**src/rtl/loader_address_sequencer_if.sv**
```systemverilog
// loader_address_sequencer_if: burst request and word-address handshake bundle
//   START/BASE/COUNT : burst request (master -> sequencer)
//   READY            : loader accepts the current word (master -> sequencer)
//   ADDRESS/ENABLE   : registered word address and its valid qualifier
//   BUSY/DONE/ERROR  : burst status; DONE and ERROR are one-cycle pulses
interface loader_address_sequencer_if #(
    parameter int ADDRESS_SIZE = 10
);
    logic                    START;
    logic [ADDRESS_SIZE-1:0] BASE;
    logic [ADDRESS_SIZE-1:0] COUNT;
    logic                    READY;
    logic [ADDRESS_SIZE-1:0] ADDRESS;
    logic                    ENABLE;
    logic                    BUSY;
    logic                    DONE;
    logic                    ERROR;
    modport master (
        output START, BASE, COUNT, READY,
        input  ADDRESS, ENABLE, BUSY, DONE, ERROR
    );
    modport slave (
        input  START, BASE, COUNT, READY,
        output ADDRESS, ENABLE, BUSY, DONE, ERROR
    );
endinterface

```
**src/rtl/loader_address_sequencer.sv**
```systemverilog
// loader_address_sequencer: issues a burst of wrapping word addresses to a strobe loader
//   CLK   : clock, all state on rising edge
//   RESET : asynchronous active-high reset
//   bus   : loader_address_sequencer_if.slave (request, handshake and status)
//   Optional macro LOADER_SEQ_GAP_EN inserts an ENABLE-low GAP cycle after each
//   accepted non-final word so edge-sensitive loaders see one ENABLE edge per word.
module loader_address_sequencer #(
    parameter int ADDRESS_SIZE = 10,
    parameter int TOTAL_WORDS  = 12
) (
    input logic CLK,
    input logic RESET,
    loader_address_sequencer_if.slave bus
);
    localparam logic [1:0] IDLE   = 2'd0;
    localparam logic [1:0] ISSUE  = 2'd1;
`ifdef LOADER_SEQ_GAP_EN
    localparam logic [1:0] GAP    = 2'd2;
`endif
    localparam logic [1:0] FINISH = 2'd3;
    localparam logic [ADDRESS_SIZE-1:0] LAST  = ADDRESS_SIZE'(TOTAL_WORDS - 1);
    localparam logic [ADDRESS_SIZE:0]   LIMIT = (ADDRESS_SIZE + 1)'(TOTAL_WORDS);

    logic [1:0]              state;
    logic [ADDRESS_SIZE-1:0] address;
    logic [ADDRESS_SIZE-1:0] remaining;
    logic                    enable;
    logic                    busy;
    logic                    done;
    logic                    error;
    logic                    out_of_range;
    logic                    last_word;
    logic [ADDRESS_SIZE-1:0] next_address;

    // one extra bit so TOTAL_WORDS == 2**ADDRESS_SIZE still compares correctly
    assign out_of_range = {1'b0, bus.BASE} >= LIMIT;
    assign next_address = (address == LAST) ? '0 : address + 1'b1;
    assign last_word    = remaining == ADDRESS_SIZE'(1);

    assign bus.ADDRESS = address;
    assign bus.ENABLE  = enable;
    assign bus.BUSY    = busy;
    assign bus.DONE    = done;
    assign bus.ERROR   = error;

    always_ff @(posedge CLK or posedge RESET) begin
        if (RESET) begin
            state     <= IDLE;
            address   <= '0;
            remaining <= '0;
            enable    <= 1'b0;
            busy      <= 1'b0;
            done      <= 1'b0;
            error     <= 1'b0;
        end else begin
            case (state)
                IDLE: if (bus.START) begin
                    address   <= bus.BASE;
                    remaining <= bus.COUNT;
                    busy      <= 1'b1;
                    if (bus.COUNT == '0 || out_of_range) begin
                        state <= FINISH;
                        done  <= 1'b1;
                        error <= out_of_range;
                    end else begin
                        state  <= ISSUE;
                        enable <= 1'b1;
                    end
                end
                ISSUE: if (bus.READY) begin
                    address   <= next_address;
                    remaining <= remaining - 1'b1;
                    if (last_word) begin
                        state  <= FINISH;
                        enable <= 1'b0;
                        done   <= 1'b1;
                    end
`ifdef LOADER_SEQ_GAP_EN
                    else begin
                        state  <= GAP;
                        enable <= 1'b0;
                    end
`endif
                end
`ifdef LOADER_SEQ_GAP_EN
                GAP: begin
                    state  <= ISSUE;
                    enable <= 1'b1;
                end
`endif
                FINISH: begin
                    state <= IDLE;
                    busy  <= 1'b0;
                    done  <= 1'b0;
                    error <= 1'b0;
                end
                default: state <= IDLE;
            endcase
        end
    end
endmodule

```
**src/flat_wrapper.sv**
```systemverilog
// flat-port wrapper written by rule: the top's interface ports become plain ports
module loader_address_sequencer_flat 
#(
    parameter int ADDRESS_SIZE = 10,
    parameter int TOTAL_WORDS  = 12
)
  (CLK, RESET, bus_START, bus_BASE, bus_COUNT, bus_READY, bus_ADDRESS, bus_ENABLE, bus_BUSY, bus_DONE, bus_ERROR);
  loader_address_sequencer_if #(.ADDRESS_SIZE(ADDRESS_SIZE)) bus_i ();
  input logic CLK;
  input logic RESET;
  input wire logic [$bits(bus_i.START)-1:0] bus_START;
  input wire logic [$bits(bus_i.BASE)-1:0] bus_BASE;
  input wire logic [$bits(bus_i.COUNT)-1:0] bus_COUNT;
  input wire logic [$bits(bus_i.READY)-1:0] bus_READY;
  output wire logic [$bits(bus_i.ADDRESS)-1:0] bus_ADDRESS;
  output wire logic [$bits(bus_i.ENABLE)-1:0] bus_ENABLE;
  output wire logic [$bits(bus_i.BUSY)-1:0] bus_BUSY;
  output wire logic [$bits(bus_i.DONE)-1:0] bus_DONE;
  output wire logic [$bits(bus_i.ERROR)-1:0] bus_ERROR;
  assign bus_i.START = bus_START;
  assign bus_i.BASE = bus_BASE;
  assign bus_i.COUNT = bus_COUNT;
  assign bus_i.READY = bus_READY;
  assign bus_ADDRESS = bus_i.ADDRESS;
  assign bus_ENABLE = bus_i.ENABLE;
  assign bus_BUSY = bus_i.BUSY;
  assign bus_DONE = bus_i.DONE;
  assign bus_ERROR = bus_i.ERROR;
  loader_address_sequencer #(.ADDRESS_SIZE(ADDRESS_SIZE), .TOTAL_WORDS(TOTAL_WORDS)) u_core (.CLK(CLK), .RESET(RESET), .bus(bus_i));
endmodule
```
**config.mk**
```make
export PLATFORM = sky130hd
export DESIGN_NAME = loader_address_sequencer_flat
export DESIGN_NICKNAME = d
export VERILOG_FILES = /design/src/rtl/loader_address_sequencer_if.sv /design/src/rtl/loader_address_sequencer.sv /design/src/flat_wrapper.sv
export SDC_FILE = /design/constraint.sdc
export NUM_CORES = 1
export LEC_CHECK = 0
export BUFFER_PORTS_ARGS = -buffer_cell sky130_fd_sc_hd__buf_2
export CAP_MARGIN = 10
export CORE_ASPECT_RATIO = 1.2
export CORE_MARGIN = 2
export CORE_UTILIZATION = 55
export CTS_BUF_LIST = sky130_fd_sc_hd__clkbuf_8
export DETAILED_ROUTE_END_ITERATION = 10
export GPL_ROUTABILITY_DRIVEN = 0
export PLACE_DENSITY = 0.85
export SYNTH_ARGS = -nofsm -noshare
export SYNTH_HDL_FRONTEND = slang
export SYNTH_SLANG_ARGS = --single-unit
```
**constraint.sdc**
```tcl
create_clock -name CLK -period 2.05 [get_ports CLK]
set_input_delay 0.41 -clock CLK [delete_from_list [all_inputs] [get_ports CLK]]
set_output_delay 0.41 -clock CLK [all_outputs]
set_load 0.01 [all_outputs]
```
==> flow_summary.ini, run 1 <==
[die]
fp.coreArea_mm2 = 0.00300
row_count = 22
initial_core_util = 0.563
fp.dieW_um = 54.6
die-area_mm2 = 0.00353
fp.dieH_um = 64.7
ios = 38

[routing]
routedWlPerCell_um = 15.6
wl_um = 4210
first_iter_violations = 52
drcViolationCount = 0
firstDrtPassIters = 4
ant_nets = 0
viasPerCell = 6.18
via_count = 1668

[yosys]
yosys-top-cells-count = 26 x dfrtp_1, 17 x o21ai_0, 15 x nand2_1
ys.flop_type = dfrtp_1
synth_edf_count = 0
synth_top_area_frac = 0.385
syn_nets = 216
yosys_warnings = 0
syn_inst = 189
yosys.area.top_type = dfrtp_1
synth_cell_types = 53
ys_seq_area_frac = 0.385
synth_most_common_cell = dfrtp_1
syn-cell-area_mm2 = 0.00169
async_reset_ff_frac = 1.00
ys_ff_latch = 26
synth.area.top_cells = dfrtp_1 39%, o21ai_0 5.0%, a21oi_1 3.9%
avgSynthCellArea_um2 = 8.94

[setup_path]
r2r_slack_ps = 180
worstPathMaxFanout = 10
path_cells = or4_4 > o31ai_4 > o32ai_1 > a22o_1
slowest_delay_ps = 540
worstSetupPathType = reg -> reg
cp_num_buf_inv = 0
cpLargestDelayFamily = compound AO/OA/AOI/OAI gates
end_kind = flip-flop
arrival_ps = 2040
startpoint_type = flip-flop
required_ps = 2220
cp_slowest_cell = or4_4

[power]
p_seq_frac = 0.414
p_leak_nw = 0.871
powerDensity_mw_per_mm2 = 1200
power.share.clock = 0.138
p_int_mw = 1.42
power_mw = 2.42
irDropWorstVdd_v = 0.000876
power_switching_share = 0.413
p_comb_frac = 0.448
p_switching_mw = 0.998

[clocking]
cts.sinks = 26
insertion_delay_ps = 270
cts_tree = built
h-tree-depth = 1
clk_pin_slew_ps = 90
post_cts_buffers = 0
clock_path_buffers = 2
numCtsBuffers = 3
cts.hold.buffers_added = 0
cts_resized = 0
cts_root_buffer = clkbuf_8

[layout]
syn_to_final_growth_pct = 18.7
finalInstanceArea_mm2 = 0.00200
drive_gt1_frac = 0.286
layout.nets = 262
diodes = 0

[global_routing]
grt_max_degree = 27
grt_usage = 0.262
grt_pass1_vias = 1522
antenna_found_initial = 0
grt_pass1_wl_um = 6870
grt_overflow = 0

[timing]
skew_ps = 3.59
hold_viol = 0
tns_ps = 0
tightest_slew_ps = 433
fmaxAchievable_mhz = 535
fin_crit_ps = 1870
finalCritPeriodShare = 0.912
rsz0062_at_grt = false
setup_violations = 0
timing.slew.headroom = 0.711
holdWs_ps = 167
slew_viol_final = 0
fin_ws_ps = 181

[placed_design]
port_buffers = 37
dp_slack_ps = 145
place_area_mm2 = 0.00195
hpwl_um = 3110

[worst_hold_path]
hp-class = in -> async

[flow_run]
drv_cap = 0

[outcome]
status = completed
tightest hold or removal path, stage by stage:
cell and delay, ps:
buf_2 90, inv_1 40, buf_4 310
logic make-up after synthesis:
group                    Yosys count  synth area share
AO/OA/AOI/OAI                     69             0.286
adder cells (fa/ha/maj)            3            0.0222
buffers and inverters             18            0.0622
flip-flops                        26             0.385
AND/OR/NAND/NOR                   73             0.244
power by group through the flow:
stage | Sequential (mW) | Clock, mW | Combinational [mW]
after floorplan | 1.01 | 0 | 0.682
after global placement | 0.995 | 0 | 1.04
after detailed placement | 1.00 | 0 | 1.08
after CTS | 0.993 | 0.341 | 1.08
after global routing | 1.03 | 0.371 | 1.21
final | 1.00 | 0.333 | 1.08
metal layers:
layer  vias up  global-route usage  routed length, um
met2        61               0.433               2120
met3         5              0.0276                210
met4         0              0.0750                 53
met5         -                   0                  0
li1        813                   -                  -
met1       789               0.352               1830
cell usage in the layout, fill, tap and decap left out, types with 4 or more instances in the layout:
master,Yosys,layout
nand2_1,15,15
a21oi_1,13,13
nand3_1,6,6
buf_4,0,14
a22o_1,4,4
nor2_1,14,14
buf_2,0,37
or4_1,5,5
clkbuf_8,0,4
a2bb2oi_1,4,4
o21ai_0,17,17
nor4_1,5,5
inv_1,8,8
dfrtp_1,26,26
sequential cells by signal, summed over array words and instances, names as in the netlist:
register,cells
u_core.bus.ADDRESS,10
u_core.bus.BUSY,1
u_core.bus.DONE,1
u_core.bus.ENABLE,1
u_core.bus.ERROR,1
u_core.remaining,10
u_core.state,2
cell type report:
type	count	area, um2
Inverter	8	30.0
Multi-Input combinational cell	145	933
Fill cell	260	996
Timing Repair Buffer	51	290
Tap cell	36	45.0
Clock buffer	4	55.1
Sequential cell	26	651
worst paths after layout:
check,start,end,cells past startpoint
setup / recovery,u_core.bus.ADDRESS[2]$_DFFE_PP0P_,u_core.bus.ADDRESS[5]$_DFFE_PP0P_,4
hold / removal,RESET,u_core.bus.ADDRESS[1]$_DFFE_PP0P_,3
setup reg to reg,u_core.bus.ADDRESS[2]$_DFFE_PP0P_,u_core.bus.ADDRESS[5]$_DFFE_PP0P_,4
hold reg to reg,u_core.bus.ENABLE$_DFFE_PP0P_,u_core.bus.ENABLE$_DFFE_PP0P_,1
max in group asynchronous,RESET,u_core.remaining[9]$_DFFE_PP0P_,3
min in group CLK,bus_BASE[7],u_core.bus.ADDRESS[7]$_DFFE_PP0P_,3
metrics by stage:
step                      utilization  instances
after floorplan                     -        189
after global placement          0.650        266
after detailed placement        0.650        266
after CTS                       0.668        270
after global routing            0.668        270
final                           0.668        270
No activity file was read; power rests on OpenSTA's default activity.
==> inputs of run 2 (changes only) <==
--- a/config.mk
+++ b/config.mk
@@ -7,13 +7,15 @@
 export LEC_CHECK = 0
 export BUFFER_PORTS_ARGS = -buffer_cell sky130_fd_sc_hd__buf_2
 export CAP_MARGIN = 10
+export CELL_PAD_IN_SITES_DETAIL_PLACEMENT = 0
+export CELL_PAD_IN_SITES_GLOBAL_PLACEMENT = 1
 export CORE_ASPECT_RATIO = 1.2
 export CORE_MARGIN = 2
-export CORE_UTILIZATION = 55
+export CORE_UTILIZATION = 42
 export CTS_BUF_LIST = sky130_fd_sc_hd__clkbuf_8
 export DETAILED_ROUTE_END_ITERATION = 10
 export GPL_ROUTABILITY_DRIVEN = 0
-export PLACE_DENSITY = 0.85
+export PLACE_DENSITY = 0.86
 export SYNTH_ARGS = -nofsm -noshare
 export SYNTH_HDL_FRONTEND = slang
 export SYNTH_SLANG_ARGS = --single-unit
==> flow_summary.ini, run 2 (synthesized netlist as in run 1, its figures left out) <==
[power]
irDropWorstVdd_v = 0.000429
p_leak_nw = 0.882
powerDensity_mw_per_mm2 = 1230

[clocking]
numCtsBuffers = 3
cts_tree = built
insertion_delay_ps = 280
cts.sinks = 26
h-tree-depth = 1
cts_resized = 0
post_cts_buffers = 0
cts_root_buffer = clkbuf_8
cts.hold.buffers_added = 0
clk_pin_slew_ps = 90
clock_path_buffers = 2

[setup_path]
end_kind = flip-flop
path_cells = or4_4 > o31ai_4 > o32ai_1 > a22o_1
reg2reg_depth = 4
worstPathMaxFanout = 10
arrival_ps = 2050
r2r_start = u_core.bus.ADDRESS[4]$_DFFE_PP0P_
worstSetupPathType = reg -> reg
r2r-end = u_core.bus.ADDRESS[5]$_DFFE_PP0P_
required_ps = 2230
r2r_slack_ps = 180
crit_cells = 4
cpLargestDelayFamily = compound AO/OA/AOI/OAI gates
cp_slowest_cell = or4_4
slowest_delay_ps = 530
startpoint_type = flip-flop
cp_num_buf_inv = 0

[timing]
slew_viol_final = 0
fmaxAchievable_mhz = 534
tightest_slew_ps = 426
rsz0062_at_grt = false
finalCritPeriodShare = 0.913
timing.slew.headroom = 0.716
hold_viol = 0
setup_violations = 0
fin_crit_ps = 1870
tns_ps = 0
holdWs_ps = 182
skew_ps = 2.67

[die]
ios = 38
initial_core_util = 0.432
fp.coreArea_mm2 = 0.00391
die-area_mm2 = 0.00455
fp.dieW_um = 61.9
fp.dieH_um = 73.5
row_count = 25

[routing]
ant_nets = 0
viasPerCell = 5.85
firstDrtPassIters = 4
wl_um = 4460
first_iter_violations = 114
via_count = 1691
routedWlPerCell_um = 15.4
drcViolationCount = 0

[placed_design]
place_inst = 285
hpwl_um = 3330
port_buffers = 37

[layout]
layout_commonest_cell = buf_2
fin_cells = 289
layout_common_cells = 37 x buf_2, 26 x dfrtp_1, 17 x o21ai_0
diodes = 0
layout.nets = 263
syn_to_final_growth_pct = 21.4
drive_gt1_frac = 0.289

[global_routing]
antenna_found_initial = 0
grt_pass1_wl_um = 7450
grt_overflow = 0
grt_max_degree = 27
grt_pass1_vias = 1591
grt_usage = 0.220

[outcome]
status = completed

[flow_run]
drv_cap = 0

[worst_hold_path]
hp-class = in -> async
run 2: how the worst max path moves through the flow:
stage | startpoint | endpoint | slack (ps)
floorplan | u_core.bus.ADDRESS[4]$_DFFE_PP0P_ | u_core.bus.ADDRESS[5]$_DFFE_PP0P_ | 170
global placement | bus_COUNT[7] | u_core.bus.ERROR$_DFFE_PP0P_ | 160
detailed placement | bus_COUNT[7] | u_core.bus.ERROR$_DFFE_PP0P_ | 110
CTS | u_core.bus.ADDRESS[4]$_DFFE_PP0P_ | u_core.bus.ADDRESS[3]$_DFFE_PP0P_ | 170
global route | u_core.bus.ADDRESS[4]$_DFFE_PP0P_ | u_core.bus.ADDRESS[3]$_DFFE_PP0P_ | 90
finish | u_core.bus.ADDRESS[4]$_DFFE_PP0P_ | u_core.bus.ADDRESS[5]$_DFFE_PP0P_ | 180
run 2: through the flow:
stage / worst slack (ps) / power [mW] / instance area (um2) / util
floorplan: 166 / 1.70 / 1690 / -
global placement: 161 / 2.07 / 1980 / 0.506
detailed placement: 111 / 2.10 / 1980 / 0.506
CTS: 168 / 2.54 / 2050 / 0.524
global route: 91.4 / 2.73 / 2050 / 0.524
finish: 177 / 2.53 / 2050 / 0.524
run 2: routing by layer:
metal / wire [um] / vias to the layer above / GRT usage
met5: 0 / - / 0
met3: 226 / 6 / 0.0352
met1: 2030 / 809 / 0.291
met2: 2120 / 59 / 0.358
met4: 83 / 0 / 0.0780
li1: - / 817 / -
run 2: tightest hold or removal path, stage by stage:
cell   delay (ps)
buf_2          90
inv_1          50
buf_4         320
run 2: area by class of cell:
cell class	count	area [um2]
fill	373	1860
clock inverter	1	30.0
timing repair buffer	52	298
multi-input combinational	145	933
inverter	8	30.0
tap	54	67.6
clock buffer	3	41.3
sequential	26	651
run 2: where the power goes:
group	internal (mW)	switching, mW	total, mW
sequential	0.732	0.261	0.993
combinational	0.523	0.575	1.10
clock	0.262	0.177	0.439
total	1.52	1.01	2.53
